**src/rtl/uart_pkg.sv**
```systemverilog
// Shared UART definitions: receiver/transmitter state encoding and default bit timing.
package uart_pkg;

  // 100 MHz system clock at 115200 baud
  localparam int unsigned UART_CLKS_PER_BIT = 32'd868;

  typedef enum logic [2:0] {
    ST_IDLE    = 3'd0,
    ST_START   = 3'd1,
    ST_DATA    = 3'd2,
    ST_STOP    = 3'd3,
    ST_CLEANUP = 3'd4
  } uart_state_e;

endpackage

```
**src/rtl/sync_2ff.sv**
```systemverilog
// Two-flop synchronizer for a single asynchronous bit, with a selectable reset value.
module sync_2ff #(
  parameter logic RST_VAL = 1'b1
) (
  input  logic clk,
  input  logic rst_n,
  input  logic d,
  output logic q
);

  logic meta_q, meta_d;
  logic sync_q, sync_d;

  // Next-value selection for the two synchronizer stages
  always_comb begin
    meta_d = d;
    sync_d = meta_q;
  end

  // Synchronizer stages
  always_ff @(posedge clk or negedge rst_n) begin
    if (!rst_n) begin
      meta_q <= RST_VAL;
      sync_q <= RST_VAL;
    end else begin
      meta_q <= meta_d;
      sync_q <= sync_d;
    end
  end

  assign q = sync_q;

endmodule

```
**src/rtl/uart_rx.sv**
```systemverilog
// 8N1 UART receiver: samples each bit at its centre and reports either a
// one-cycle data-valid pulse with the byte or a one-cycle framing-error pulse.
module uart_rx
  import uart_pkg::*;
#(
  parameter int unsigned CLKS_PER_BIT = UART_CLKS_PER_BIT
) (
  input  logic       clk_in1,
  input  logic       rst,
  input  logic       rx_serial,
  output logic [7:0] data_out,
  output logic       DV_1,
  output logic       frame_err,
  output logic       busy
);

  localparam int CNT_W = $clog2(CLKS_PER_BIT);
  localparam logic [CNT_W-1:0] CNT_LAST = CNT_W'(CLKS_PER_BIT - 1);
  localparam logic [CNT_W-1:0] CNT_HALF = CNT_W'((CLKS_PER_BIT - 1) / 2);
  localparam logic [CNT_W-1:0] CNT_ONE  = CNT_W'(1);

  logic             rx_s;
  uart_state_e      state_q, state_d;
  logic [CNT_W-1:0] cnt_q, cnt_d;
  logic [2:0]       bit_idx_q, bit_idx_d;
  logic [7:0]       shift_q, shift_d;
  logic [7:0]       data_q, data_d;
  logic             dv_q, dv_d;
  logic             ferr_q, ferr_d;
  logic             busy_q, busy_d;
  logic             armed_q, armed_d;

  sync_2ff #(.RST_VAL(1'b1)) u_sync (
    .clk   (clk_in1),
    .rst_n (rst),
    .d     (rx_serial),
    .q     (rx_s)
  );

  // Frame sequencing and output pulse generation.
  // armed_q: line has been seen high since the last stop bit began, so a low
  // level in IDLE is a genuine start and a break cannot retrigger reception.
  always_comb begin
    state_d   = state_q;
    cnt_d     = cnt_q;
    bit_idx_d = bit_idx_q;
    shift_d   = shift_q;
    data_d    = data_q;
    dv_d      = 1'b0;
    ferr_d    = 1'b0;
    armed_d   = armed_q | rx_s;

    case (state_q)
      ST_IDLE: begin
        cnt_d     = '0;
        bit_idx_d = 3'd0;
        if (armed_q && !rx_s) begin
          state_d = ST_START;
        end else begin
          state_d = ST_IDLE;
        end
      end

      ST_START: begin
        if (cnt_q == CNT_HALF) begin
          cnt_d = '0;
          if (!rx_s) begin
            state_d = ST_DATA;
          end else begin
            state_d = ST_IDLE;
          end
        end else begin
          cnt_d = cnt_q + CNT_ONE;
        end
      end

      ST_DATA: begin
        if (cnt_q == CNT_LAST) begin
          cnt_d              = '0;
          shift_d[bit_idx_q] = rx_s;
          bit_idx_d          = bit_idx_q + 3'd1;
          if (bit_idx_q == 3'd7) begin
            state_d = ST_STOP;
            armed_d = 1'b0;
          end else begin
            state_d = ST_DATA;
          end
        end else begin
          cnt_d = cnt_q + CNT_ONE;
        end
      end

      ST_STOP: begin
        if (cnt_q == CNT_LAST) begin
          cnt_d   = '0;
          state_d = ST_CLEANUP;
          if (rx_s) begin
            data_d = shift_q;
            dv_d   = 1'b1;
          end else begin
            ferr_d = 1'b1;
          end
        end else begin
          cnt_d = cnt_q + CNT_ONE;
        end
      end

      ST_CLEANUP: begin
        state_d = ST_IDLE;
      end

      default: begin
        state_d = ST_IDLE;
        cnt_d   = '0;
      end
    endcase

    busy_d = (state_d != ST_IDLE);
  end

  // State and output registers
  always_ff @(posedge clk_in1 or negedge rst) begin
    if (!rst) begin
      state_q   <= ST_IDLE;
      cnt_q     <= '0;
      bit_idx_q <= 3'd0;
      shift_q   <= 8'h00;
      data_q    <= 8'h00;
      dv_q      <= 1'b0;
      ferr_q    <= 1'b0;
      busy_q    <= 1'b0;
      armed_q   <= 1'b0;
    end else begin
      state_q   <= state_d;
      cnt_q     <= cnt_d;
      bit_idx_q <= bit_idx_d;
      shift_q   <= shift_d;
      data_q    <= data_d;
      dv_q      <= dv_d;
      ferr_q    <= ferr_d;
      busy_q    <= busy_d;
      armed_q   <= armed_d;
    end
  end

  assign data_out  = data_q;
  assign DV_1      = dv_q;
  assign frame_err = ferr_q;
  assign busy      = busy_q;

endmodule
```
**config.mk**
```make
export PLATFORM = sky130hd
export DESIGN_NAME = uart_rx
export DESIGN_NICKNAME = d
export VERILOG_FILES = /design/src/rtl/uart_pkg.sv /design/src/rtl/sync_2ff.sv /design/src/rtl/uart_rx.sv
export SDC_FILE = /design/constraint.sdc
export NUM_CORES = 1
export LEC_CHECK = 0
export BUFFER_PORTS_ARGS = -buffer_cell sky130_fd_sc_hd__buf_2
export CELL_PAD_IN_SITES_DETAIL_PLACEMENT = 1
export CELL_PAD_IN_SITES_GLOBAL_PLACEMENT = 1
export CORE_MARGIN = 2
export CORE_UTILIZATION = 47
export DETAILED_ROUTE_END_ITERATION = 6
export PLACE_DENSITY_LB_ADDON = 0.12
export SLEW_MARGIN = 20
export SYNTH_ARGS = -nofsm -noshare
export SYNTH_HDL_FRONTEND = slang
export SYNTH_SLANG_ARGS = --single-unit
```
**constraint.sdc**
```tcl
create_clock -name clk_in1 -period 2.1 [get_ports clk_in1]
set_clock_uncertainty 0.1 [all_clocks]
set_input_delay 0 -clock clk_in1 [delete_from_list [all_inputs] [get_ports clk_in1]]
set_output_delay 0 -clock clk_in1 [all_outputs]
set_load 0.005 [all_outputs]
```
# --- Yosys cells after proc, flatten, opt, wreduce, memory -nomap -nowiden ---
# Index checks and enable logic that the tools add are counted.
classes:
  addsub: 2
  order_cmp: 2
  n_eq_ne: 8
  n_mux: 24
  bitwise_logic: 1
  n_reduce_logical: 10
ops:
  columns: ["op", "count"]
  rows:
  - ["$pmux 10 s3", 1]
  - ["$mux 10", 2]
  - ["$mux 1", 12]
  - ["$mux 3", 4]
  - ["$pmux 3 s4", 1]
  - ["$add 10x1->10 const B", 1]
  - ["$eq 10x10->1 const B", 1]
  - ["$eq 10x9->1 const B", 1]
  - ["$bwmux 8", 1]
  - ["$eq 3x2->1 const B", 2]
  - ["$eq 3x3->1 const B", 2]
  - ["$pmux 3 s2", 1]
  - ["$lt 3x4->1 const B", 1]
  - ["$reduce_and 2->1", 2]
  - ["$add 3x1->3 const B", 1]
  - ["$demux 1 s3", 1]
  - ["$eq 3x1->1 const B", 1]
  - ["$ge 3x1->1 const B", 1]
  - ["$logic_not 3->1", 1]
  - ["$reduce_and 3->1", 1]
  - ["$reduce_bool 3->1", 1]
  - ["$logic_and 1x1->1", 2]
  - ["$mux 2", 1]
  - ["$ne 2x2->1 const B", 1]
  - ["4 further kinds", 4]
totals:
  regBits: 38
  input_bits: 3
  output_inout_bits: 11
  elab_cells: 58

# --- Logic depth before layout (Yosys ltp) ---
logic_depth:
  depth_word: 5
  depth_mapped: 6
  depth_no_buf: 6

# --- Hierarchy ---
# Synthesis repeated with hierarchy kept, for this count alone.
unflattened:
  cells_unflattened: 166
  area_unflattened_um2: 1871.8
by_module_without_submodules:
  columns: ["module", "instances", "cells_each", "area_each_um2", "seq_area_each_um2"]
  rows:
  - ["uart_rx", 1, 164, 1819.2, 900.9]
  - ["sync_2ff", 1, 2, 52.6, 52.6]

# --- Worst setup path before layout ---
# Ideal clock, no wire load.
synth_timing:
  path_kind: "register -> register"
  startpoint: "register cnt_q[0]"
  endpoint: "register data_q[0] (netlist: data_out[0])"
  setup_time_ps: 125
  arrival_time_ps: 1646
  required_ps: 1875
  slack_ps: 230
  path_stages_with_launch: 7
  n_path_buf: 1
  period_less_slack_ps: 1870
  cell_sequence: "dfrtp_1 ha_1 nor2b_1 and3_2 and3_1 buf_4 mux2_2"
synth_between:
  elab_chain_cells: 2
synth_rtl:
  columns: ["item", "line_no", "rtl"]
  rows:
  - ["from (decl)", "uart_rx.sv:24", "logic [CNT_W-1:0] cnt_q, cnt_d;"]
  - ["from (signal assigned)", "uart_rx.sv:135", "cnt_q <= cnt_d;"]
  - ["$eq 10x10->1", "uart_rx.sv:94", "if (cnt_q == CNT_LAST) begin"]
  - ["$reduce_and 3->1 (no source line)", null, null]
  - ["to (signal assigned)", "uart_rx.sv:138", "data_q <= data_d;"]
  - ["to (decl)", "uart_rx.sv:27", "logic [7:0] data_q, data_d;"]
# No other way between the ends.
# A chain may end at the register's enable or synchronous reset.

# --- Worst setup path in the final report ---
layout_timing:
  startpoint: "register cnt_q[0]"
  endpoint: "register data_q[7] (netlist: data_out[7])"
# Same word-level chain as after synthesis.

==> run_results.csv <==
group,metric,value,unit
grt,grt_max_degree,39,
timing,finalHoldViolations,0,
route,dr.pass1.iters,4,
final_layout,utilization,57.7,%
power_and_ir_drop,power.density,749,nW/um2
final_layout,regArea,953,um2
floorplan,placeableCoreArea,3740,um2
timing,timing.final.setup_violations,0,
route,route.detailed.wl_per_inst,17.1,um
timing,timing_max_transition_violations_final,0,
timing,slew_headroom,44.3,%
route,post_detailed_route_drc_marker_count,0,
cts,tritoncts.num_buffers,5,
floorplan,die_w,67.1,um
job,cap_viol_max_count,0,
timing,worst_slew_pin_slew,0.835,ns
setup_path,worst-path-max-fanout,9,
grt,grt_util_all_layers,20.3,%
route,ant_nets,0,
run_status,status,"completed",
placed_design,gp_routability_congestion,0.777,
setup_path,critical_path.endpoint_type,"register",
yosys,syn-mean-instance-area,11.3,um2
power_and_ir_drop,p_leak,0.996,nW
placed_design,numPortBuffers,13,
final_layout,syn2layout_area_growth,15.3,%
setup_path,crit_path_top_delay_cell,"dfrtp_1",
cts,worst_skew_pair.late_latency,0.29,ns
floorplan,design.die.area,4500,um2
final_layout,footprint_of_the_multi_input_gates,855,um2
grt,grt_pass1_vias,1377,
timing,max_clk_rate,500,MHz
grt,initial_antenna_violation_count,0,
grt,first_pass_grt_wire_length,6690,um
cts,worst_setup_hold_path_clk_slew,0.08,ns
setup_path,crit_required,2.17,ns
yosys,number_of_instances_in_the_synthesized_netlist,166,
cts,cts_buffer_depth,2,
final_layout,insertedDiodeCount,0,
yosys,synth_enable_flop_cells,0,
yosys,mappedNetlistArea,1870,um2
final_layout,fillCellCount,418,
setup_path,critical_path.max_stage_delay,0.42,ns
placed_design,hpwlAfterDp,2760,um
yosys,synth.ff_latch_count,38,
timing,timing.setup.tns,0,ns
final_layout,most-common-layout-cells,"dfrtp_1, mux2_2, buf_2, nand2_1, o21ai_0",
placed_design,post_dp_cell_area,2020,um2
final_layout,final_layout_size_suffix_gt1_share,30.7,%
route,initialDrtViolationCount,57,
cts,tritoncts_clock_tree,"done",
floorplan,std_cell_rows,22,
yosys,yosysUniqueCellTypes,46,
cts,htree_levels,2,
yosys,ys.flop_type,"dfrtp_1",
route,avgViaCountPerCell,5.78,
final_layout,final_nets,195,
min_path,hold_path.class,"primary input to async pin",
yosys,ys_warn_count,0,
setup_path,start_kind,"register",
cts,clkSinkCount,38,
power_and_ir_drop,max-vdd-ir-drop,0.387,mV
setup_path,reg2reg_start,"cnt_q[0]",
yosys,async_flop_share,100,%
setup_path,cpLargestDelayFamily,"simple AND/OR/NAND/NOR gates",
route,route.vias.total,1370,
final_layout,final_common_cell,"dfrtp_1",
setup_path,crit_path_cell_trace,"ha_2, nor2b_4, and3_2, and3_1, buf_12, mux2_2",
setup_path,worst_setup_path_startpoint,"cnt_q[0]",
yosys,postSynthNetCount,173,
final_layout,finalInstanceArea,2160,um2
timing,final_critical_period,2.00,ns
floorplan,ioPinCount,14,
floorplan,die_height,67.1,um
setup_path,worst-endpoint-arrival,2.07,ns
floorplan,initial_core_util,50.0,%
timing,finalCritPeriodShare,95.2,%
setup_path,crit_buf_inv,1,
yosys,yosysSeqAreaShare,50.9,%
grt,globalRoute.totalOverflow,0,
route,detail_route.wirelength,4060,um
cts,cts-root-buf,"clkbuf_8",
setup_path,worst-setup-path-type,"register to register",
## logic make-up (layout without fill, tap and decap cells)
| logic type | Yosys count | after routing | share of synthesized area [%] |
|---|---|---|---|
| and+or+nand+nor | 59 | 59 | 20.1 |
| DFF | 38 | 38 | 50.9 |
| AOI/OAI and AO/OA | 27 | 27 | 9.63 |
| muxes | 19 | 19 | 11.2 |
| buffers and inverters | 17 | 40 | 4.55 |
| adders and majority gates | 4 | 4 | 2.67 |
| xor gates and xnor gates | 2 | 2 | 0.936 |
## worst register-to-register path, delay by kind of cell (launching register included)
family	cells	cell delay [ns]
buffers and inverters	1	0.14
DFF	1	0.42
adders and majority gates	1	0.25
muxes	1	0.33
and+or+nand+nor	3	0.65
## per-layer routing
metal,global-route usage (%),wire length [um]
met3,4.56,103
met4,6.89,38
met2,33.5,2010
met5,0,0
met1,26.3,1910
## layout make-up
| cell class | instances | area share [%] |
|---|---|---|
| sequential | 38 | 44.2 |
| clock buffer | 6 | 3.83 |
| tap | 48 | 2.78 |
| clock inverter | 2 | 0.580 |
| timing repair buffer | 24 | 7.65 |
| multi-input combinational | 111 | 39.6 |
| inverter | 8 | 1.39 |
## power breakdown
| group | switching (mW) | total [mW] | internal (mW) |
|---|---|---|---|
| sequential | 0.0709 | 0.854 | 0.783 |
| combinational | 0.139 | 0.242 | 0.103 |
| clock | 0.257 | 0.520 | 0.264 |
| total | 0.466 | 1.62 | 1.15 |
## cell usage after synthesis, types with 4 or more instances
cell / n / share of area [%]
a31oi_1: 4 / 1.3
and3_1: 4 / 1.3
clkbuf_1: 4 / 0.80
dfrtp_1: 36 / 48
ha_1: 4 / 2.7
inv_1: 8 / 1.6
mux2_2: 14 / 8.4
nand2_1: 12 / 2.4
nand3_1: 7 / 1.9
nand4_1: 4 / 1.3
nor2_1: 6 / 1.2
o21ai_0: 9 / 2.4
## state kept, by name (all words and copies together), names as in the netlist
| register | cells |
|---|---|
| cnt_q | 10 |
| data_out | 8 |
| shift_q | 8 |
| bit_idx_q | 3 |
| state_q | 3 |
| DV_1 | 1 |
| armed_q | 1 |
| busy | 1 |
| frame_err | 1 |
| u_sync.meta_q | 1 |
| u_sync.q | 1 |
## final timing paths
| kind | end | slack (ns) | cells after the start |
|---|---|---|---|
| min in group clk_in1 | u_sync.q | 0.26 | 0 |
| worst max-delay path | data_out[7] | 0.10 | 6 |
| worst min register to register | u_sync.q | 0.26 | 0 |
| max in group asynchronous | shift_q[3] | 1.13 | 2 |
| worst min-delay path | busy | 0.24 | 2 |
| worst max register to register | data_out[7] | 0.10 | 6 |
## timing repair
action                                  CTS  global route
endpoints found under the setup margin    8            14
hold buffers                              2             0
setup buffers                             0             0
endpoints found under the hold margin    37             0
gates resized for setup                   1             3
## metrics by stage
step / worst slack, ns / hold slack, ns / power [mW] / instances
after floorplan: 0.230 / -0.396 / 1.01 / 166
after global placement: 0.0932 / 0.00687 / 1.06 / 227
after detailed placement: -0.000281 / 0.00840 / 1.08 / 227
after CTS: 0.0443 / 0.251 / 1.62 / 237
after global routing: -0.00928 / 0.264 / 1.72 / 237
final: 0.101 / 0.244 / 1.62 / 237
Note: power is estimated with default switching activity, not from simulation.
